## src/rtl/ei_pkg.sv

```systemverilog
// Shared constants and FSM encoding for the ei_divider sequential divider.
package ei_pkg;

   localparam int unsigned DEF_DW_A  = 16;
   localparam int unsigned DEF_DW_B  = 8;
   localparam int unsigned DEF_CNT_W = $clog2(DEF_DW_A);

   typedef enum logic [1:0] {
      IDLE = 2'd0,
      RUN  = 2'd1,
      DONE = 2'd2
   } div_state_t;

endpackage

```

## src/rtl/ei_divider.sv

```systemverilog
// Restoring shift-subtract unsigned divider: one quotient bit per enabled cycle,
// start/busy/done handshake, divide-by-zero flagged alongside the held result.
module ei_divider
   import ei_pkg::*;
#(
   parameter int unsigned DW_A = DEF_DW_A,
   parameter int unsigned DW_B = DEF_DW_B
) (
   input  logic            clk,
   input  logic            rst,
   input  logic            en,
   input  logic            start,
   input  logic [DW_A-1:0] a_in,
   input  logic [DW_B-1:0] b_in,
   output logic [DW_A-1:0] q_out,
   output logic [DW_B-1:0] r_out,
   output logic            busy,
   output logic            done,
   output logic            div_zero
);

   localparam int unsigned CNT_W = $clog2(DW_A);

   div_state_t state_q, state_d;

   logic [CNT_W-1:0] cnt_q, cnt_d;
   logic [DW_A-1:0]  dvd_q, dvd_d;
   logic [DW_B-1:0]  dvs_q, dvs_d;
   logic [DW_B:0]    rem_q, rem_d;
   logic [DW_A-1:0]  q_q, q_d;
   logic [DW_B-1:0]  r_q, r_d;
   logic             dz_q, dz_d;

   logic            accept;
   logic [DW_B:0]   rem_sh;
   logic            rem_ge;
   logic [DW_B:0]   rem_nx;
   logic [DW_A-1:0] dvd_nx;

   // State register
   always_ff @(posedge clk or negedge rst) begin
      if (!rst) begin
         state_q <= IDLE;
      end else if (en) begin
         state_q <= state_d;
      end
   end

   // Next-state logic
   always_comb begin
      state_d = state_q;
      unique case (state_q)
         IDLE, DONE: begin
            if (start) begin
               state_d = (b_in != '0) ? RUN : DONE;
            end else begin
               state_d = IDLE;
            end
         end
         RUN: begin
            if (cnt_q == '0) begin
               state_d = DONE;
            end
         end
         default: state_d = IDLE;
      endcase
   end

   // Outputs
   always_comb begin
      busy     = (state_q == RUN);
      done     = (state_q == DONE);
      q_out    = q_q;
      r_out    = r_q;
      div_zero = dz_q;
   end

   // One restoring step; quotient bits refill the dividend register from the LSB end.
   always_comb begin
      rem_sh = {rem_q[DW_B-1:0], dvd_q[DW_A-1]};
      rem_ge = (rem_sh >= {1'b0, dvs_q});
      rem_nx = rem_ge ? (rem_sh - {1'b0, dvs_q}) : rem_sh;
      dvd_nx = {dvd_q[DW_A-2:0], rem_ge};
   end

   always_comb begin
      accept = start && (state_q != RUN);
      cnt_d  = cnt_q;
      dvd_d  = dvd_q;
      dvs_d  = dvs_q;
      rem_d  = rem_q;
      q_d    = q_q;
      r_d    = r_q;
      dz_d   = dz_q;
      if (accept) begin
         dvd_d = a_in;
         dvs_d = b_in;
         rem_d = '0;
         cnt_d = CNT_W'(DW_A - 1);
         if (b_in == '0) begin
            q_d  = '1;
            r_d  = '0;
            dz_d = 1'b1;
         end
      end else if (state_q == RUN) begin
         dvd_d = dvd_nx;
         rem_d = rem_nx;
         if (cnt_q == '0) begin
            q_d  = dvd_nx;
            r_d  = rem_nx[DW_B-1:0];
            dz_d = 1'b0;
         end else begin
            cnt_d = cnt_q - CNT_W'(1);
         end
      end
   end

   always_ff @(posedge clk or negedge rst) begin
      if (!rst) begin
         cnt_q <= '0;
         dvd_q <= '0;
         dvs_q <= '0;
         rem_q <= '0;
         q_q   <= '0;
         r_q   <= '0;
         dz_q  <= 1'b0;
      end else if (en) begin
         cnt_q <= cnt_d;
         dvd_q <= dvd_d;
         dvs_q <= dvs_d;
         rem_q <= rem_d;
         q_q   <= q_d;
         r_q   <= r_d;
         dz_q  <= dz_d;
      end
   end

endmodule

```

## config.mk

```make
export PLATFORM = sky130hd
export DESIGN_NAME = ei_divider
export DESIGN_NICKNAME = d
export VERILOG_FILES = /design/src/rtl/ei_pkg.sv /design/src/rtl/ei_divider.sv
export SDC_FILE = /design/constraint.sdc
export NUM_CORES = 1
export LEC_CHECK = 0
export BUFFER_PORTS_ARGS = -buffer_cell sky130_fd_sc_hd__buf_2
export CORE_MARGIN = 2
export CORE_UTILIZATION = 50
export CTS_CLUSTER_SIZE = 20
export DETAILED_ROUTE_END_ITERATION = 7
export GPL_TIMING_DRIVEN = 0
export PLACE_DENSITY = 0.78
export SLEW_MARGIN = 0
export SYNTH_ARGS = -nofsm -noshare
export SYNTH_HDL_FRONTEND = slang
export SYNTH_SLANG_ARGS = --single-unit
```

## constraint.sdc

```tcl
create_clock -name clk -period 3.4 [get_ports clk]
set_input_delay 0.34 -clock clk [delete_from_list [all_inputs] [get_ports clk]]
set_output_delay 0.34 -clock clk [all_outputs]
set_load 0.05 [all_outputs]
```

==> impl_metrics.toml <==
[timing]
tightest_slew_ps = 772.3
setup_viol = 0
hold_violations = 0
slew_viol_final = 0
grt_setup_unrepaired = "no"
finClkSkew_ps = 9.782
relSlewSlack_pct = 48.51
fin_ws_ps = 1286
period_minus_slack_ps = 2114
fmax_ghz = 0.4730
period_share_pct = 62.18
setup-tns-final_ps = 0

[floorplanning]
core_area_um2 = 6026
die_area_um2 = 6981
die_w_um = 83.55
die_h_um = 83.55
rows = 28
start_util_pct = 52.51
ios = 55

[clock_tree]
ctsHoldBuffers = 0
root_buffer = "clkbuf_8"
cts.reportedPaths.clkPinSlew_ps = 80
cts.path.max_buffers = 2
clock_latency_ps = 330
cts_sinks = 63
post-cts-setup-buffer-count = 0
cts_buffers = 9
post_cts_resized = 0
cts_max_level = 3
cts_tree = "built"

[layout]
diodes = 0
stdcell_area_um2 = 3754
multi_input_comb_area_um2 = 1444
drive_gt1_share_pct = 28.45
area_growth_pct = 18.62
fillers = 500
final_util_pct = 62.29
nNetsFinal = 395
seqCellArea_um2 = 1577

[synthesis]
postSynth.asyncResetShare_pct = 100.0
synth_area_um2 = 3164
synth_seq_cells = 63
avgSynthCellArea_um2 = 10.80
synth-edff-count = 0
syn_inst = 293
syn-num-nets = 331
synthFlopType = "dfrtp_1"
ys_seq_area_share_pct = 49.82
yosysUniqueCellTypes = 50
yosysWarnings = 0

[route]
wl_per_cell_um = 17.06
vias_per_cell = 5.828
drt_iter0_drc = 173
route.vias.total = 2547
drcViolationCount = 0
finalWirelength_mm = 7.454
dr.pass1.iters = 4
ant_nets = 0

[placed_design]
place_ws_ps = 1343
place_area_um2 = 3523
hpwl_mm = 5.184
io_buffers = 53
routabilityCongestion = 0.8144

[power_and_ir_drop]
power-per-cell-area_nw_per_um2 = 1070
worst_ir_drop_vdd_uv = 469.6
leakagePower_nw = 1.776

[grt]
grt_pass1_vias = 2635
grt-ovfl-total = 0
antenna_found_initial = 0
use_met3_pct = 4.055
grt_max_degree = 64
grt_usage_pct = 22.15
grt_pass1_wl_mm = 12.46
grt_use_met2_pct = 37.76
grt-busiest-layer = "met2"
grt_util_met1_pct = 27.91

[worst_setup_path]
crit_buf_inv = 0
cpMostUsedCell = "a21oi_2"
crit_type = "register to register"
crit_family = "compound AO/OA/AOI/OAI gates"
cp.arrival_ps = 2360
slowest_delay_ps = 420
endpoint_kind = "register"
critPathMaxFanout = 8
cp_cell_sequence = "ha_1 -> a21oi_2 -> o221ai_2 -> a21oi_2 -> mux2_4 -> o21ai_0"
start_kind = "register"
required_ps = 3640
cp_slowest_cell = "dfrtp_1"

[job]
drv_cap = 0

[status]
status = "finished, final reports clean"

[hold_path]
min_path_type = "primary input to asynchronous set/reset pin"
synthesized netlist by cell type (2+ instances only):
| cell type | number | area share [%] |
|---|---|---|
| o21ai_2 | 2 | 0.55 |
| nor3b_1 | 2 | 0.47 |
| nor2_1 | 9 | 1.1 |
| clkbuf_1 | 4 | 0.47 |
| a21oi_2 | 4 | 1.1 |
| xnor2_1 | 3 | 0.83 |
| dfrtp_1 | 63 | 50 |
| nor2b_1 | 3 | 0.59 |
| a31o_2 | 2 | 0.55 |
| nand2b_1 | 2 | 0.40 |
| buf_2 | 7 | 1.1 |
| a31o_1 | 2 | 0.55 |
| o21a_1 | 2 | 0.47 |
| nand2_1 | 37 | 4.4 |
| a21o_1 | 3 | 0.71 |
| o21ai_0 | 26 | 4.1 |
| ha_1 | 9 | 3.6 |
| a21oi_1 | 5 | 0.79 |
| a32o_1 | 2 | 0.63 |
| o21ai_1 | 4 | 0.63 |
| a32oi_1 | 5 | 1.4 |
| o32a_1 | 16 | 5.1 |
| mux2_4 | 2 | 0.95 |
| buf_6 | 2 | 0.71 |
| o31ai_1 | 2 | 0.47 |
| nand3_1 | 8 | 1.3 |
| mux2i_1 | 19 | 6.0 |
| nor4_1 | 3 | 0.59 |
| buf_4 | 2 | 0.47 |
| mux2_2 | 8 | 2.8 |
| o211ai_1 | 3 | 0.71 |
| inv_1 | 14 | 1.7 |
registers in the layout, summed over array words and instances, names as in the netlist:
signal,flops
cnt_q,4
div_zero,1
dvd_q,16
dvs_q,8
q_out,16
r_out,8
rem_q,8
state_q,2
power by group:
group | internal [mW] | total [mW] | switching [mW]
clock | 0.436 | 0.737 | 0.300
combinational | 0.732 | 2.01 | 1.28
sequential | 1.05 | 1.27 | 0.223
metal layers:
metal	vias up	routed length, um	share of wire, %
li1	1204	-	-
met1	1266	3252	44
met2	64	3733	50
met3	13	317	4.3
met4	0	150	2.0
met5	-	0	0
final timing paths:
check                         start  endpoint  slack [ps]  depth (start not counted)
max                        rem_q[5]  rem_q[1]        1290                          6
max reg2reg                rem_q[5]  rem_q[1]        1290                          6
min in group clk            b_in[4]  dvs_q[4]         260                          2
min                             rst  q_out[4]          60                          1
min reg2reg                r_out[1]  r_out[1]         480                          2
max in group asynchronous       rst  r_out[3]        2810                          1
through the flow:
step	cells	power, mW	hold slack, ps
floorplan	293	2.787	44.41
global placement	421	3.187	458.0
detailed placement	421	3.264	467.8
CTS	437	4.017	244.8
global route	437	4.265	144.7
finish	437	4.017	64.57
layout by cell type (no fill, tap or decap), types with 5 or more instances in the layout:
| cell type | Yosys | final |
|---|---|---|
| a32oi_1 | 5 | 5 |
| clkbuf_8 | 0 | 10 |
| mux2i_1 | 19 | 19 |
| nand3_1 | 8 | 8 |
| mux2_2 | 8 | 8 |
| nand2_1 | 37 | 37 |
| buf_2 | 7 | 59 |
| inv_1 | 14 | 14 |
| nor2_1 | 9 | 9 |
| ha_1 | 9 | 9 |
| a21oi_1 | 5 | 5 |
| o32a_1 | 16 | 16 |
| dfrtp_1 | 63 | 63 |
| o21ai_0 | 26 | 26 |
final cells by class:
cell class / count / share of cell area [%]
flip-flops and latches: 63 / 42.00
multi-input cells: 200 / 38.47
repair buffers: 53 / 7.133
clock buffers: 10 / 3.667
well taps: 75 / 2.500
clock inverters: 6 / 2.400
plain buffers: 15 / 2.333
inverters: 15 / 1.500
kinds of logic (layout without fill, tap and decap cells):
| logic type | after synthesis | in the layout | synth area share, % |
|---|---|---|---|
| and+or+nand+nor | 73 | 73 | 11.07 |
| muxes | 29 | 29 | 9.806 |
| AOI/OAI and AO/OA | 84 | 84 | 19.45 |
| buffers and inverters | 30 | 99 | 4.547 |
| DFF | 63 | 63 | 49.82 |
| xor gates and xnor gates | 4 | 4 | 1.107 |
| adders and majority gates | 10 | 10 | 4.191 |
Power figures use the tool's default switching activity.
